**config.mk**
```make
export PLATFORM = sky130hd
export DESIGN_NAME = elastic_pipe_stage
export DESIGN_NICKNAME = d
export VERILOG_FILES = /design/src/rtl/elastic_pipe_stage.sv
export SDC_FILE = /design/constraint.sdc
export NUM_CORES = 1
export LEC_CHECK = 0
export ABC_CLOCK_PERIOD_IN_PS = 3700
export BUFFER_PORTS_ARGS = -buffer_cell sky130_fd_sc_hd__buf_4
export CORE_UTILIZATION = 57
export CTS_BUF_LIST = sky130_fd_sc_hd__clkbuf_8 sky130_fd_sc_hd__clkbuf_16
export DETAILED_ROUTE_END_ITERATION = 10
export PLACE_DENSITY = 0.8
export SETUP_SLACK_MARGIN = 0.15
export SYNTH_ARGS = -nofsm -noshare
export SYNTH_HDL_FRONTEND = slang
export SYNTH_SLANG_ARGS = --single-unit
```
**constraint.sdc**
```tcl
create_clock -name clk -period 3.7 [get_ports clk]
set_input_delay 0.185 -clock clk [delete_from_list [all_inputs] [get_ports clk]]
set_output_delay 0.185 -clock clk [all_outputs]
set_load 0.02 [all_outputs]
```
**src/rtl/elastic_pipe_stage.sv**
```systemverilog
// DEPTH-stage valid/ready register chain with bubble collapsing and partial
// flush of the youngest stages. Stage 0 is youngest, stage DEPTH-1 drives out.

module elastic_pipe_slot #(
  parameter int DATA_W = 32
) (
  input  logic              clk,
  input  logic              reset,
  input  logic              adv,
  input  logic              src_live,
  input  logic [DATA_W-1:0] src_data,
  input  logic              kill_self,
  output logic              v,
  output logic [DATA_W-1:0] d
);
  // A held item that falls inside the flush window is dropped in place.
  always_ff @(posedge clk) begin
    if (reset) begin
      v <= 1'b0;
      d <= '0;
    end else begin
      if (adv)            v <= src_live;
      else if (kill_self) v <= 1'b0;
      if (adv && src_live) d <= src_data;
    end
  end
endmodule

module elastic_pipe_stage #(
  parameter int DATA_W = 32,
  parameter int DEPTH  = 4,
  parameter int CW     = $clog2(DEPTH+1)
) (
  input  logic              clk,
  input  logic              reset,
  input  logic              in_valid,
  output logic              in_ready,
  input  logic [DATA_W-1:0] in_data,
  output logic              out_valid,
  input  logic              out_ready,
  output logic [DATA_W-1:0] out_data,
  input  logic              flush_i,
  input  logic [CW-1:0]     flush_depth_i,
  output logic [DEPTH-1:0]  stage_valid_o,
  output logic [CW-1:0]     count_o
);
  localparam logic [CW-1:0] DEPTH_C = CW'(DEPTH);

  logic [DEPTH-1:0]             v, rdy, kill;
  logic [DEPTH-1:0][DATA_W-1:0] d;
  logic [CW-1:0]                kf, killed;
  logic                         in_fire, out_fire;

  assign kf = !flush_i ? '0 : (flush_depth_i > DEPTH_C) ? DEPTH_C : flush_depth_i;

  // rdy[i] is the flattened ready chain: any bubble at or above i, or a drain.
  genvar gi;
  generate
    for (gi = 0; gi < DEPTH; gi++) begin : g_ctl
      assign rdy[gi]  = out_ready | ~(&v[DEPTH-1:gi]);
      assign kill[gi] = CW'(gi) < kf;
    end
  endgenerate

  assign in_ready  = rdy[0] & (kf == '0);
  assign out_valid = v[DEPTH-1] & (kf != DEPTH_C);
  assign in_fire   = in_valid & in_ready;
  assign out_fire  = out_valid & out_ready;
  assign out_data  = d[DEPTH-1];
  assign stage_valid_o = v;

  always_comb begin
    killed = '0;
    for (int i = 0; i < DEPTH; i++)
      killed = killed + CW'(v[i] & kill[i]);
  end

  always_ff @(posedge clk) begin
    if (reset) count_o <= '0;
    else       count_o <= count_o + CW'(in_fire) - CW'(out_fire) - killed;
  end

  generate
    for (gi = 0; gi < DEPTH; gi++) begin : g_slot
      logic              src_live;
      logic [DATA_W-1:0] src_data;
      if (gi == 0) begin : g_head
        assign src_live = in_fire;
        assign src_data = in_data;
      end else begin : g_body
        assign src_live = v[gi-1] & ~kill[gi-1];
        assign src_data = d[gi-1];
      end
      elastic_pipe_slot #(.DATA_W(DATA_W)) u_slot (
        .clk      (clk),
        .reset    (reset),
        .adv      (rdy[gi]),
        .src_live (src_live),
        .src_data (src_data),
        .kill_self(kill[gi]),
        .v        (v[gi]),
        .d        (d[gi])
      );
    end
  endgenerate
endmodule

```
==> qor.yml, run 1 <==
run_status:
  run_status: "complete, no violations"
critical_path:
  setup.worst_path.end_class: "flip-flop"
  crit_path_max_incr_delay_ns: 0.54
  path_delay_family: "adder cells"
  crit_chain: "dlygate4sd3_1 -> buf_4 -> and3_1 -> fa_1 -> inv_1 -> fa_1 -> fa_1 -> ha_1 -> xnor2_1 -> xnor2_1 -> nor2_1"
  crit_arrival_ns: 3.01
  worst_setup_path_category: "in2reg"
  worst-endpoint-required_ns: 4.06
  worstPathBufferInverterCount: 3
  crit_top_cell: "sky130_fd_sc_hd__fa_1"
  critical_path.slowest_cell: "sky130_fd_sc_hd__dlygate4sd3_1"
  worst_setup_path_start_kind: "primary input"
  max_fanout_on_critical_path: 5
global_routing:
  grt_pass1_vias: 3831
  globalRouteOverflowTotal: 0
  grt_first_pass_wirelength_um: 17500
  track_usage_pct: 22.2
  grt_max_degree: 168
  grt_antenna_before_repair: 0
timing:
  fin_setup_tns_ns: 0
  tightest_slew_ns: 1.13
  fmax_mhz: 377
  hold_viol_final: 0
  final-max-slew-violation-count: 0
  final_cycle_share_pct: 71.7
  finalSetupViolCount: 0
  unrepaired_setup_endpoints_after_global_routing: "false"
  min_period_ns: 2.65
  finClkSkew_ns: 0.00877
  timing.slew.headroom_pct: 24.9
place:
  place.gp.congestion: 0.814
  buffer_ports.inserted: 80
  dpl-instance-area_um2: 6170
  place_hpwl_um: 5930
floorplan:
  die_area_um2: 10200
  initial_utilization_pct: 59.4
  chipWidth_um: 101
  io_pins: 81
  floorplan.rows: 35
  placeableCoreArea_um2: 9370
  die_height_um: 101
clock_network:
  clock_sink_count: 135
  cts-buffers-inserted: 17
  cts-root-buf: "sky130_fd_sc_hd__clkbuf_8"
  tritoncts: "done"
  clk-insertion-delay-late_ns: 0.51
  cts_buffer_depth: 2
  cts_max_level: 4
  cts_post_setup_buffers_inserted: 0
  cts_hold_buf: 34
  clk_transition_reported_paths_ns: 0.06
  post_cts.resized_instances: 0
pwr:
  total_power_mw: 3.31
  powerDensity_nw_per_um2: 468
  static-leakage-power_nw: 2.94
  vdd_ir_drop_max_v: 0.000285
logic_synthesis:
  synth_sequential_area_ratio_pct: 48.5
  post-synth-top-area-cell: "sky130_fd_sc_hd__dfxtp_1"
  post_synth_instance_area_um2: 5570
  synth_seq_cells: 135
  ys_top_cells_by_area: "sky130_fd_sc_hd__dfxtp_1 49%, sky130_fd_sc_hd__mux2i_1 23%, sky130_fd_sc_hd__nand2b_1 18%, sky130_fd_sc_hd__clkbuf_1 1.3%, sky130_fd_sc_hd__fa_1 1.1%"
  ys_types: 29
  synth_top_cell_area_share_pct: 48.5
  synth.avg_cell_area_um2: 10.9
  syn-num-nets: 557
  ys.warnings.count: 0
  synthesis.instances: 510
routing:
  highest_layer: "met4"
  drtPass1Iterations: 4
  routed-wl-met2_um: 5010
  post_drt_wl_per_cell_um: 13.8
  drt_drc_violations_left: 0
  vias: 3724
  antenna_viol_nets_final: 0
  wl_met1_um: 4850
  dr.first_iter.drc_count: 66
  drt_wl_total_um: 10400
  wl_met3_um: 359
  vias_per_cell: 4.95
cells_and_area:
  diode_insertion_count_for_antenna_repair: 0
  post_route_cells_drive_above_1_share_pct: 18.9
  layout.cell_area.non_filler_um2: 7080
  design.final.nets: 657
  area_growth_syn_to_layout_pct: 27.1
run:
  max_cap_viol_count: 0
worst_hold_path:
  min-delay-path-class: "in2reg"
-- synthesized netlist by cell type, drive strengths merged --
master / instances
a211oi: 1
a21oi: 7
and2: 1
and3: 2
and4b: 1
buf: 17
clkbuf: 19
dfxtp: 135
fa: 3
ha: 4
inv: 10
mux2i: 128
nand2: 3
nand2b: 160
nand3: 1
nand3b: 2
nor2: 4
nor2b: 2
nor3: 1
nor3b: 1
o21ai: 1
o21bai: 1
o221ai: 1
o31a: 1
or3b: 1
xnor2: 2
xor2: 1
-- per-stage QoR --
step / setup WS [ns] / cells / util [%] / hold slack (ns)
after floorplan: 0.951 / 510 / - / 0.341
after detailed placement: 0.648 / 686 / 65.8 / 0.464
after global placement: 0.697 / 686 / 65.8 / 0.455
after CTS: 1.04 / 752 / 75.5 / 0.0263
after global routing: 0.817 / 752 / 75.5 / 0.0701
final: 1.05 / 752 / 75.5 / 0.0513
-- cell type report --
| cell class | count | area [µm²] |
|---|---|---|
| inverter | 10 | 37.5 |
| timing repair buffer | 117 | 963 |
| fill | 657 | 2290 |
| clock buffer | 17 | 414 |
| clock inverter | 15 | 155 |
| multi-input combinational | 329 | 2640 |
| sequential | 135 | 2700 |
| tap | 129 | 161 |
-- cell usage in the layout, fill, tap and decap left out, drive strengths merged --
cell type / count
xnor2: 2
nand2b: 160
clkinv: 4
a21oi: 7
nand2: 3
inv: 15
xor2: 1
and2: 1
and3: 2
buf: 83
and4b: 1
o21bai: 1
nor3b: 1
nor2b: 2
nand3b: 2
clkbuf: 17
nor2: 4
mux2i: 128
a211oi: 1
dlygate4sd3: 34
bufinv: 2
fa: 3
o221ai: 1
dfxtp: 135
o31a: 1
or3b: 1
ha: 4
clkinvlp: 4
o21ai: 1
nand3: 1
nor3: 1
-- cells by family after synthesis --
kind of cell | Yosys count | synth area share [%]
xor gates and xnor gates | 3 | 0.472
AOI/OAI and AO/OA | 12 | 1.64
muxes | 128 | 23.0
buffers and inverters | 46 | 4.34
adders and majority gates | 7 | 1.98
and+or+nand+nor | 179 | 20.0
DFF | 135 | 48.5
-- final timing paths --
path	start	endpoint	slack [ns]	cells after the start
setup / recovery	out_ready	count_o[2]$_SDFF_PP0_	1.05	11
hold / removal	flush_depth_i[2]	g_slot[3].u_slot.v$_SDFFE_PP0P_	0.05	4
setup reg to reg	g_slot[0].u_slot.v$_SDFFE_PP0P_	count_o[2]$_SDFF_PP0_	1.05	9
hold reg to reg	g_slot[3].u_slot.d[17]$_SDFFE_PP0P_	g_slot[3].u_slot.d[17]$_SDFFE_PP0P_	0.48	2
-- metal layers --
layer  up-vias  GRT usage [%]
li1       1875              -
met1      1765           27.1
met2        71           37.9
met3        13           5.69
met4         0           7.58
met5         -              0
-- worst register-to-register path: stages (launching register included) --
cell and delay [ns]:
sky130_fd_sc_hd__dfxtp_1 0.38, sky130_fd_sc_hd__and2_1 0.19, sky130_fd_sc_hd__fa_1 0.47, sky130_fd_sc_hd__inv_1 0.05, sky130_fd_sc_hd__fa_1 0.38, sky130_fd_sc_hd__fa_1 0.47, sky130_fd_sc_hd__ha_1 0.22, sky130_fd_sc_hd__xnor2_1 0.16
sky130_fd_sc_hd__xnor2_1 0.13, sky130_fd_sc_hd__nor2_1 0.05
-- registers in the layout (all words and copies together) (netlist names) --
register / count
g_slot.u_slot.d: 128
g_slot.u_slot.v: 4
count_o: 3
-- power breakdown --
group | internal, mW | switching [mW] | leakage (nW)
sequential | 1.48 | 0.00952 | 1.09
combinational | 0.128 | 0.0995 | 1.58
clock | 0.960 | 0.631 | 0.274
total | 2.57 | 0.740 | 2.94
Note: power is estimated with default switching activity, not from simulation.
==> run 2: changes to the inputs <==
- ABC_CLOCK_PERIOD_IN_PS: 3700 -> 2450
- clock period: 3.7 -> 2.45 ns (I/O delays scaled with it)
==> run 2 against run 1 <==
The run now ends with negative setup slack left. Critical path type is now reg2reg. Count of clock-buffer cells in the layout unchanged. Combinational power rose by 61%. Routed wire length rose by 6.2%. Largest cell class unchanged. Worst hold slack worse by 0.021 ns. Total power is 61% higher. Largest power group unchanged. Critical endpoint unchanged. Setup slack got worse by 1.1 ns. Die area did not move. Critical path depth down 2. Final area is 3.1% higher. Sequential share of layout area decreased by 1.1 points. Clock skew barely moved. Clock power rose by 70%.
==> qor.yml, run 2 (synthesized netlist as in run 1, its figures left out) <==
pwr:
  power_report.internal_total_mw: 4.21  # was 2.57 mW
  power.share.sequential_pct: 42.3  # was 45.1%
  power.share.combinational_pct: 6.9  # about the same
  static-leakage-power_nw: 3.05  # was 2.94 nW
  power.net_switching_mw: 1.12  # was 0.740 mW
  total_power_mw: 5.33  # was 3.31 mW
  power_switching_share_pct: 21.1  # was 22.4%
  vdd_ir_drop_max_v: 0.000539  # was 0.000285 V
  power.clock.fraction_pct: 50.9  # was 48.1%
  powerDensity_nw_per_um2: 731  # was 468 nW/µm²
routing:
  drtPass1Iterations: 4  # unchanged
  antenna_viol_nets_final: 0  # unchanged
  dr.first_iter.drc_count: 83  # was 66
  drt_drc_violations_left: 0  # unchanged
  vias_per_cell: 4.95  # about the same
  post_drt_wl_per_cell_um: 14.4  # was 13.8 µm
  vias: 3779  # was 3724
  drt_wl_total_um: 11000  # was 10400 µm
global_routing:
  track_usage_pct: 23.1  # was 22.2%
  grt_max_degree: 109  # was 168
  grt_antenna_before_repair: 0  # unchanged
  globalRouteOverflowTotal: 0  # unchanged
  grt_pass1_vias: 3875  # was 3831
  grt_first_pass_wirelength_um: 18000  # was 17500 µm
run_status:
  failed_checks: "negative setup slack"
  run_status: "finished with violations"  # was complete, no violations
floorplan:
  chipWidth_um: 101  # unchanged
  placeableCoreArea_um2: 9370  # unchanged
  die_area_um2: 10200  # unchanged
  initial_utilization_pct: 59.4  # unchanged
  die_height_um: 101  # unchanged
  io_pins: 81  # unchanged
  floorplan.rows: 35  # unchanged
timing:
  tightest_slew_ns: 0.601  # was 1.13 ns
  finClkSkew_ns: 0.00862  # was 0.00877 ns
  finalSetupViolCount: 1  # was 0
  unrepaired_setup_endpoints_after_global_routing: "true"  # was false
  final-max-slew-violation-count: 0  # unchanged
  hold_viol_final: 0  # unchanged
  fmax_mhz: 405
  timing.slew.headroom_pct: 59.9  # was 24.9%
  final.setup.worst_slack_ns: -0.0194  # was 1.05 ns
  fin_setup_tns_ns: -0.0194  # was 0 ns
  final_cycle_share_pct: 101
  min_period_ns: 2.47
worst_hold_path:
  min-delay-path-class: "in2reg"  # unchanged
cells_and_area:
  registers.top_by_ff_count: "g_slot.u_slot.d"  # unchanged
  diode_insertion_count_for_antenna_repair: 0  # unchanged
  design.final.nets: 669  # was 657
  largest_reg_flops: 128  # unchanged
  layout.cell_area.non_filler_um2: 7290  # was 7080 µm²
  instances_no_fill: 764  # was 752
  mostFrequentLayoutCell: "sky130_fd_sc_hd__nand2b_1"  # unchanged
  fillCellCount: 626  # was 657
  postLayoutCoreUtil_pct: 77.8  # was 75.5%
  commonest_cells_after_routing_fill_and_taps_aside: "160 x sky130_fd_sc_hd__nand2b_1, 133 x sky130_fd_sc_hd__dfxtp_1, 128 x sky130_fd_sc_hd__mux2i_1"  # was 160 x sky130_fd_sc_hd__nand2b_1, 135 x sky130_fd_sc_hd__dfxtp_1, 128 x sky130_fd_sc_hd__mux2i_1
  post_route_cells_drive_above_1_share_pct: 21.7  # was 18.9%
  reg_top3: "g_slot.u_slot.d x128, g_slot.u_slot.v x4, count_o x3"  # unchanged
  area_growth_syn_to_layout_pct: 31.0  # was 27.1%
clock_network:
  cts_buffer_depth: 2  # unchanged
  clk_transition_reported_paths_ns: 0.06  # about the same
  clk-insertion-delay-late_ns: 0.51  # about the same
  cts_max_level: 4  # unchanged
  tritoncts: "done"  # unchanged
  cts-buffers-inserted: 17  # unchanged
  clock_sink_count: 135  # unchanged
  cts_post_setup_buffers_inserted: 0  # unchanged
  cts-root-buf: "sky130_fd_sc_hd__clkbuf_8"  # unchanged
critical_path:
  worst-endpoint-required_ns: 2.84  # was 4.06 ns
  crit_arrival_ns: 2.86  # was 3.01 ns
  setup.worst_path.end_class: "flip-flop"  # unchanged
  worst_setup_path_category: "reg2reg"  # was in2reg
  r2r_slack_ns: -0.02  # was 1.05 ns
  worst_setup_path_start_kind: "flip-flop"  # was primary input
  max_fanout_on_critical_path: 2  # was 5
place:
  dpl-instance-area_um2: 6310  # was 6170 µm²
  dpl.cell_count: 699  # was 686
  place.gp.congestion: 0.826  # was 0.814
  place_hpwl_um: 6430  # was 5930 µm
  buffer_ports.inserted: 80  # unchanged
run:
  max_cap_viol_count: 0  # unchanged
[run 2: cell count changes in the layout (fill, tap and decap cells not counted), moves of 2 or more]
cell / before / now
sky130_fd_sc_hd__bufinv_16: 2 / 5
sky130_fd_sc_hd__buf_4: 83 / 93
sky130_fd_sc_hd__dfxtp_2: 0 / 2
sky130_fd_sc_hd__dfxtp_1: 135 / 133
sky130_fd_sc_hd__clkinvlp_4: 4 / 2
sky130_fd_sc_hd__buf_12: 0 / 3
[run 2: final cells by class]
type	instances	area (µm²)	area share [%]
clock buffer	17	414	5.68
clock inverter	15	226	3.11
inverter	10	37.5	0.515
multi-input combinational	329	2660	36.5
sequential	135	2710	37.1
tap	129	161	2.21
timing repair buffer	129	1090	14.9
[run 2: final timing paths]
path / from / endpoint / cells past startpoint
setup / recovery: g_slot[3].u_slot.v$_SDFFE_PP0P_ / count_o[2]$_SDFF_PP0_ / 9
hold / removal: out_ready / g_slot[3].u_slot.v$_SDFFE_PP0P_ / 4
setup reg to reg: g_slot[3].u_slot.v$_SDFFE_PP0P_ / count_o[2]$_SDFF_PP0_ / 9
hold reg to reg: g_slot[3].u_slot.d[26]$_SDFFE_PP0P_ / g_slot[3].u_slot.d[26]$_SDFFE_PP0P_ / 2
[run 2: metal layers]
metal	vias to the layer above	global-route usage, %	wire length (µm)
met5	-	0	0
met4	0	8.14	170
met2	71	41.6	5610
met1	1787	26.2	4900
met3	15	6.38	340
li1	1906	-	-
[run 2: timing repair]
action,in CTS,in global routing
cloned,0,0
hold buffers,33,0
endpoints found under the setup margin,2,2
hold endpoints to repair,33,0
gates resized for setup,1,2
[run 2: power by group through the flow]
stage	Sequential, mW	Clock (mW)	Combinational [mW]
finish	2.25	2.71	0.366
global route	2.26	2.86	0.394
CTS	2.25	2.76	0.367
detailed placement	2.30	0	0.322
global placement	2.30	0	0.311
floorplan	2.31	0	0.203
[run 2: through the flow]
step / worst slack, ns / hold WS (ns)
after global placement: -0.160 / 0.390
after CTS: -0.0307 / 0.0139
after global routing: -0.0711 / 0.0331
final: -0.0194 / 0.0302
after detailed placement: -0.263 / 0.404
after floorplan: -0.114 / 0.278
[run 2: critical path, cell delays in order, from the launching register on]
cell and delay [ns]:
sky130_fd_sc_hd__dfxtp_2 0.32, sky130_fd_sc_hd__and3_4 0.14, sky130_fd_sc_hd__fa_1 0.50, sky130_fd_sc_hd__inv_1 0.05
sky130_fd_sc_hd__fa_2 0.34, sky130_fd_sc_hd__fa_1 0.46, sky130_fd_sc_hd__ha_2 0.20, sky130_fd_sc_hd__xnor2_2 0.16
sky130_fd_sc_hd__xnor2_1 0.13, sky130_fd_sc_hd__nor2_1 0.05
